==> config.mk <==
export PLATFORM = sky130hd
export DESIGN_NAME = loop_filter_flat
export DESIGN_NICKNAME = d
export VERILOG_FILES = /design/src/rtl/loop_filter_pkg.sv /design/src/rtl/loop_filter_if.sv /design/src/rtl/loop_filter_boxcar_decimator.sv /design/src/rtl/loop_filter.sv /design/src/flat_wrapper.sv
export SDC_FILE = /design/constraint.sdc
export NUM_CORES = 1
export LEC_CHECK = 0
export ABC_AREA = 1
export CAP_MARGIN = 20
export CELL_PAD_IN_SITES_DETAIL_PLACEMENT = 1
export CELL_PAD_IN_SITES_GLOBAL_PLACEMENT = 1
export CORE_ASPECT_RATIO = 1.2
export CORE_MARGIN = 8
export CORE_UTILIZATION = 38
export DETAILED_ROUTE_END_ITERATION = 10
export PLACE_DENSITY_LB_ADDON = 0.1
export SLEW_MARGIN = 5
export SYNTH_ARGS = -nofsm -noshare
export SYNTH_HDL_FRONTEND = slang
export SYNTH_HIERARCHICAL = 1
export SYNTH_SLANG_ARGS = --single-unit
==> constraint.sdc <==
create_clock -name clk -period 6.1 [get_ports clk]
set_input_delay 1.22 -clock clk [delete_from_list [all_inputs] [get_ports clk]]
set_output_delay 1.22 -clock clk [all_outputs]
set_load 0.02 [all_outputs]
==> src/rtl/loop_filter_pkg.sv <==
// Shared widths, types and the saturating clamp used by the PLL loop filter.
package loop_filter_pkg;

    localparam int DEFAULT_PHASE_W = 16;
    localparam int DEFAULT_OUT_W   = 16;
    localparam int SAT_W           = DEFAULT_OUT_W + 2;

    typedef logic signed [DEFAULT_PHASE_W-1:0] phase_t;
    typedef logic signed [DEFAULT_OUT_W-1:0]   freq_t;

    typedef struct packed {
        logic  sat;
        freq_t value;
    } sat_t;

    // Clamps a two-bit-headroom sum into a signed range of the given width and flags clipping.
    function automatic sat_t sat_signed(input logic signed [SAT_W-1:0] value, input int width);
        logic signed [SAT_W-1:0] hi;
        logic signed [SAT_W-1:0] lo;
        sat_t                    r;
        hi      = SAT_W'((64'sd1 <<< (width - 1)) - 64'sd1);
        lo      = ~hi;
        r.sat   = 1'b0;
        r.value = freq_t'(value);
        if (value > hi) begin
            r.sat   = 1'b1;
            r.value = freq_t'(hi);
        end else if (value < lo) begin
            r.sat   = 1'b1;
            r.value = freq_t'(lo);
        end
        return r;
    endfunction

endpackage

==> src/rtl/loop_filter_if.sv <==
// Sample/tuning-word bus between the phase detector, the loop filter and the NCO.
interface loop_filter_if #(
    parameter int PHASE_W = loop_filter_pkg::DEFAULT_PHASE_W,
    parameter int OUT_W   = loop_filter_pkg::DEFAULT_OUT_W
);

    logic                      tick;
    logic                      clear_i;
    logic signed [PHASE_W-1:0] phase_i;
    logic signed [OUT_W-1:0]   freq_o;
    logic                      valid_o;
    logic                      sat_o;

    modport master (
        output tick, clear_i, phase_i,
        input  freq_o, valid_o, sat_o
    );

    modport slave (
        input  tick, clear_i, phase_i,
        output freq_o, valid_o, sat_o
    );

endinterface

==> src/rtl/loop_filter_boxcar_decimator.sv <==
// Box-car average of 2**LOG2_AVG tick-rate samples, emitting one floor-rounded mean per block.
module boxcar_decimator #(
    parameter int PHASE_W  = 16,
    parameter int LOG2_AVG = 3
) (
    input  logic                      clk,
    input  logic                      rst,
    input  logic                      tick,
    input  logic                      clear_i,
    input  logic signed [PHASE_W-1:0] phase_i,
    output logic signed [PHASE_W-1:0] avg_o,
    output logic                      avg_valid_o
);

    localparam int ACC_W = PHASE_W + LOG2_AVG;
    localparam int CNT_W = (LOG2_AVG > 0) ? LOG2_AVG : 1;
    localparam logic [CNT_W-1:0] LAST = CNT_W'((1 << LOG2_AVG) - 1);

    logic signed [ACC_W-1:0] acc;
    logic signed [ACC_W-1:0] sum;
    logic        [CNT_W-1:0] cnt;

    always_comb begin
        sum = acc + ACC_W'(phase_i);
    end

    // The block's final sample is folded in directly, so the mean is ready the same clock.
    always_ff @(posedge clk or posedge rst) begin
        if (rst) begin
            acc         <= '0;
            cnt         <= '0;
            avg_o       <= '0;
            avg_valid_o <= 1'b0;
        end else if (clear_i) begin
            acc         <= '0;
            cnt         <= '0;
            avg_valid_o <= 1'b0;
        end else if (tick) begin
            if (cnt == LAST) begin
                avg_o       <= PHASE_W'(sum >>> LOG2_AVG);
                acc         <= '0;
                cnt         <= '0;
                avg_valid_o <= 1'b1;
            end else begin
                acc         <= sum;
                cnt         <= cnt + CNT_W'(1);
                avg_valid_o <= 1'b0;
            end
        end else begin
            avg_valid_o <= 1'b0;
        end
    end

endmodule

==> src/rtl/loop_filter.sv <==
// PI loop filter for the PLL: decimated phase error drives a saturating integrator
// and the registered P+I sum becomes the NCO tuning word.
module loop_filter
    import loop_filter_pkg::*;
#(
    parameter int PHASE_W  = DEFAULT_PHASE_W,
    parameter int OUT_W    = DEFAULT_OUT_W,
    parameter int LOG2_AVG = 3,
    parameter int KP_SHIFT = 2,
    parameter int KI_SHIFT = 6
) (
    input  logic         clk,
    input  logic         rst,
    loop_filter_if.slave bus
);

    localparam int SUM_W = OUT_W + 2;

    logic signed [PHASE_W-1:0] avg_r;
    logic signed [PHASE_W-1:0] avg_d;
    logic                      v1;
    logic                      v2;
    logic                      isat;
    logic signed [OUT_W-1:0]   integ;
    logic signed [SUM_W-1:0]   isum;
    logic signed [SUM_W-1:0]   osum;
    sat_t                      isat_res;
    sat_t                      osat_res;

    boxcar_decimator #(
        .PHASE_W  (PHASE_W),
        .LOG2_AVG (LOG2_AVG)
    ) u_boxcar (
        .clk         (clk),
        .rst         (rst),
        .tick        (bus.tick),
        .clear_i     (bus.clear_i),
        .phase_i     (bus.phase_i),
        .avg_o       (avg_r),
        .avg_valid_o (v1)
    );

    // Stage 2 adds the proportional path to the integrator value that already includes this block.
    always_comb begin
        isum     = SUM_W'(integ) + SUM_W'(avg_r >>> KI_SHIFT);
        osum     = SUM_W'(integ) + SUM_W'(avg_d >>> KP_SHIFT);
        isat_res = sat_signed(SAT_W'(isum), OUT_W);
        osat_res = sat_signed(SAT_W'(osum), OUT_W);
    end

    always_ff @(posedge clk or posedge rst) begin
        if (rst) begin
            integ <= '0;
            avg_d <= '0;
            isat  <= 1'b0;
            v2    <= 1'b0;
        end else if (bus.clear_i) begin
            integ <= '0;
            isat  <= 1'b0;
            v2    <= 1'b0;
        end else if (v1) begin
            integ <= OUT_W'(isat_res.value);
            isat  <= isat_res.sat;
            avg_d <= avg_r;
            v2    <= 1'b1;
        end else begin
            v2    <= 1'b0;
        end
    end

    always_ff @(posedge clk or posedge rst) begin
        if (rst) begin
            bus.freq_o  <= '0;
            bus.valid_o <= 1'b0;
            bus.sat_o   <= 1'b0;
        end else if (bus.clear_i) begin
            bus.freq_o  <= '0;
            bus.valid_o <= 1'b0;
            bus.sat_o   <= 1'b0;
        end else if (v2) begin
            bus.freq_o  <= OUT_W'(osat_res.value);
            bus.valid_o <= 1'b1;
            bus.sat_o   <= isat | osat_res.sat;
        end else begin
            bus.valid_o <= 1'b0;
        end
    end

endmodule

==> src/flat_wrapper.sv <==
// flat-port wrapper written by rule: the top's interface ports become plain ports
module loop_filter_flat import loop_filter_pkg::*;
#(
    parameter int PHASE_W  = DEFAULT_PHASE_W,
    parameter int OUT_W    = DEFAULT_OUT_W,
    parameter int LOG2_AVG = 3,
    parameter int KP_SHIFT = 2,
    parameter int KI_SHIFT = 6
)
  (clk, rst, bus_tick, bus_clear_i, bus_phase_i, bus_freq_o, bus_valid_o, bus_sat_o);
  loop_filter_if #(.PHASE_W(PHASE_W), .OUT_W(OUT_W)) bus_i ();
  input  logic clk;
  input  logic rst;
  input wire logic [$bits(bus_i.tick)-1:0] bus_tick;
  input wire logic [$bits(bus_i.clear_i)-1:0] bus_clear_i;
  input wire logic [$bits(bus_i.phase_i)-1:0] bus_phase_i;
  output wire logic [$bits(bus_i.freq_o)-1:0] bus_freq_o;
  output wire logic [$bits(bus_i.valid_o)-1:0] bus_valid_o;
  output wire logic [$bits(bus_i.sat_o)-1:0] bus_sat_o;
  assign bus_i.tick = bus_tick;
  assign bus_i.clear_i = bus_clear_i;
  assign bus_i.phase_i = bus_phase_i;
  assign bus_freq_o = bus_i.freq_o;
  assign bus_valid_o = bus_i.valid_o;
  assign bus_sat_o = bus_i.sat_o;
  loop_filter #(.PHASE_W(PHASE_W), .OUT_W(OUT_W), .LOG2_AVG(LOG2_AVG), .KP_SHIFT(KP_SHIFT), .KI_SHIFT(KI_SHIFT)) u_core (.clk(clk), .rst(rst), .bus(bus_i));
endmodule
==> flow_summary.yaml <==
floorplan:
  pin_count: 38
  row_count: 52
  fp.dieH_um: 158
  fp.coreArea_um2: 16700
  dieArea_um2: 21300
  die_w_um: 134
  start_util_pct: 38.4
global_routing:
  antenna_found_initial: 0
  grt_pass1_wl_um: 30100
  grt_max_degree: 38
  gr-usage-all-layers_pct: 17.5
  grt_overflow: 0
  grt_pass1_vias: 6433
clocking:
  cts_tree: "yes"
  cts_resized: 0
  htree_num_levels: 3
  postCtsSetupRepairBufs: 0
  cts_root_buf: "clkbuf_16"
  clkTransAtPathRegs_ps: 60
  cts_buffers: 9
  cts_hold_buf: 0
  clkSinkCount: 87
  clockBufferDepth: 2
  clk_latency_ps: 350
power:
  leakagePower_uw: 0.00413
  peakVddDrop_mv: 0.132
  power_density_nw_per_um2: 195
detailed_routing:
  dr.pass1.iters: 4
  wire_per_inst_um: 14.8
  vias: 5862
  drtIter0Drc: 127
  drt_wl_total_um: 17400
  drc: 0
  post_drt_via_cell_ratio: 4.98
  ant_nets: 0
setup_path:
  rr_worst_depth: 14
  arrival_ps: 3420
  cp-end-kind: "flip-flop"
  slowest_stage: "nor2_1"
  cp_top_family: "buffers and inverters"
  cp-startpoint: "bus_clear_i"
  r2r-end: "u_core/integ[9]$_DFFE_PP0P_"
  worstPathMaxFanout: 18
  max_stage_delay_ps: 690
  critPathRequiredTime_ps: 6350
  critical_path_buf_inv_count: 3
  worstSetupPathType: "input port to flip-flop"
  crit_chain: "clkdlybuf4s50_1, inv_1, nand2_1, nor2_1, inv_1, o21ai_0"
  r2r_slack_ps: 3120
  r2r_start: "u_core/integ[0]$_DFFE_PP0P_"
  startpoint_type: "input port"
  cp_common_cell: "inv_1"
place:
  hpwl_um: 14100
  port_buffers: 37
  gp_congestion: 0.824
  dpl_cell_area_um2: 7000
finish:
  nNetsFinal: 1031
  fin_area_um2: 7300
  area.growth.synth_to_final_pct: 14.1
  drive_gt1_share_pct: 6.04
  diodes: 0
  fillCellCount: 2209
hold_path:
  min_to: "u_core/avg_d[8]$_DFFE_PP0P_"
  hold_depth: 2
  hold_path.class: "flip-flop to flip-flop"
  worstHoldStart: "u_core/avg_d[8]$_DFFE_PP0P_"
timing:
  post-route-min-period_ps: 3160
  max_slew.worst_pin.slew_ps: 907
  fmax_mhz: 316
  fin_skew_ps: 7.27
  drv_slew: 0
  maxSlewHeadroom_pct: 39.3
  fin_setup_tns_ps: 0
  rsz0062_at_grt: "no"
  finalHoldViolCount: 0
  finalSetupViolCount: 0
  min_period_over_period_pct: 51.9
synth:
  synth_warnings: 6
  postSynthAreaPerCell_um2: 6.98
  synth_nets: 991
  syn_area_um2: 6390
  syn_inst: 916
status:
  status: "finished clean"
flow_run:
  maxCapViolCount: 0
==> where the power goes <==
group | total, µW | leakage [µW] | internal (µW) | switching, µW
clock network | 536 | 0.000135 | 299 | 236
logic | 271 | 0.00280 | 98.4 | 172
registers | 619 | 0.00119 | 600 | 18.6
total | 1430 | 0.00413 | 998 | 427
==> worst register-to-register path, cell delays in order, from the launching register on <==
cell and delay, ps:
dfrtp_1 390, ha_1 190, inv_1 60, fa_1 420, inv_1 80, nand3_1 60
nand2_1 110, a21oi_1 140, o21ai_2 240, nand3_1 110, nand2_1 90, xor2_1 260
nand2_1 410, nand3b_1 220, nand3_1 80
==> metal layers <==
| metal | routed length (µm) | track usage [%] | vias to the layer above |
|---|---|---|---|
| met2 | 9220 | 33.3 | 52 |
| met4 | 322 | 6.27 | 0 |
| li1 | - | - | 3008 |
| met5 | 0 | 0 | - |
| met1 | 7530 | 19.4 | 2783 |
| met3 | 297 | 2.10 | 19 |
==> metrics by stage <==
step                power, µW  hold WS [ps]  cells  utilization, %  setup slack, ps
floorplan                 818           448    916               -             3500
global placement          896           462   1159            41.9             2600
detailed placement        904           469   1160            42.1             2520
CTS                      1450           487   1176            43.8             2860
global route             1510           498   1177            43.8             2720
finish                   1430           478   1177            43.8             2940
==> layout by cell type (no fill, tap or decap), types with 2 or more instances in the layout <==
master	n
a21oi_1	35
nor3_1	7
nand2_1	379
nand2_2	11
o31ai_1	2
inv_2	3
clkbuf_8	2
ha_1	52
xor2_1	12
o21ai_0	19
clkbuf_16	9
o211ai_2	2
fa_1	3
nand3b_1	14
o21bai_1	2
nand3_1	79
clkinvlp_4	2
nand4_1	2
nand3_2	5
a21oi_2	5
buf_4	7
nor2_1	56
a22o_1	4
xnor2_1	10
dfrtp_1	87
a21o_1	4
nor2_2	4
inv_1	90
clkdlybuf4s50_1	37
and2_1	2
==> sequential cells by signal, summed over array words and instances (netlist names) <==
name / flops
u_core/avg_d: 14
u_core/bus.freq_o: 16
u_core/bus.sat_o: 1
u_core/bus.valid_o: 1
u_core/integ: 16
u_core/isat: 1
u_core/u_boxcar/acc: 19
u_core/u_boxcar/avg_o: 14
u_core/u_boxcar/avg_valid_o: 1
u_core/u_boxcar/cnt: 3
u_core/v2: 1
==> final cells by class <==
type / count / area, µm² / area share [%]
inverter: 94 / 353 / 4.84
tap: 216 / 270 / 3.70
clock inverter: 4 / 28.8 / 0.394
sequential: 87 / 2180 / 29.8
clock buffer: 12 / 256 / 3.52
multi-input combinational: 719 / 3770 / 51.6
timing repair buffer: 45 / 443 / 6.07
==> how the worst max path moves through the flow <==
stage	cells past startpoint	slack (ps)	to
6_report	6	2940	u_core/u_boxcar/avg_o[4]$_DFFE_PP0P_
5_1_grt	6	2720	u_core/u_boxcar/avg_o[5]$_DFFE_PP0P_
4_1_cts	6	2860	u_core/u_boxcar/avg_o[5]$_DFFE_PP0P_
3_5_place_dp	6	2520	u_core/u_boxcar/avg_o[4]$_DFFE_PP0P_
3_3_place_gp	7	2600	u_core/u_boxcar/avg_o[2]$_DFFE_PP0P_
2_1_floorplan	10	3500	u_core/u_boxcar/acc[16]$_DFFE_PP0P_
Power figures use the tool's default switching activity.
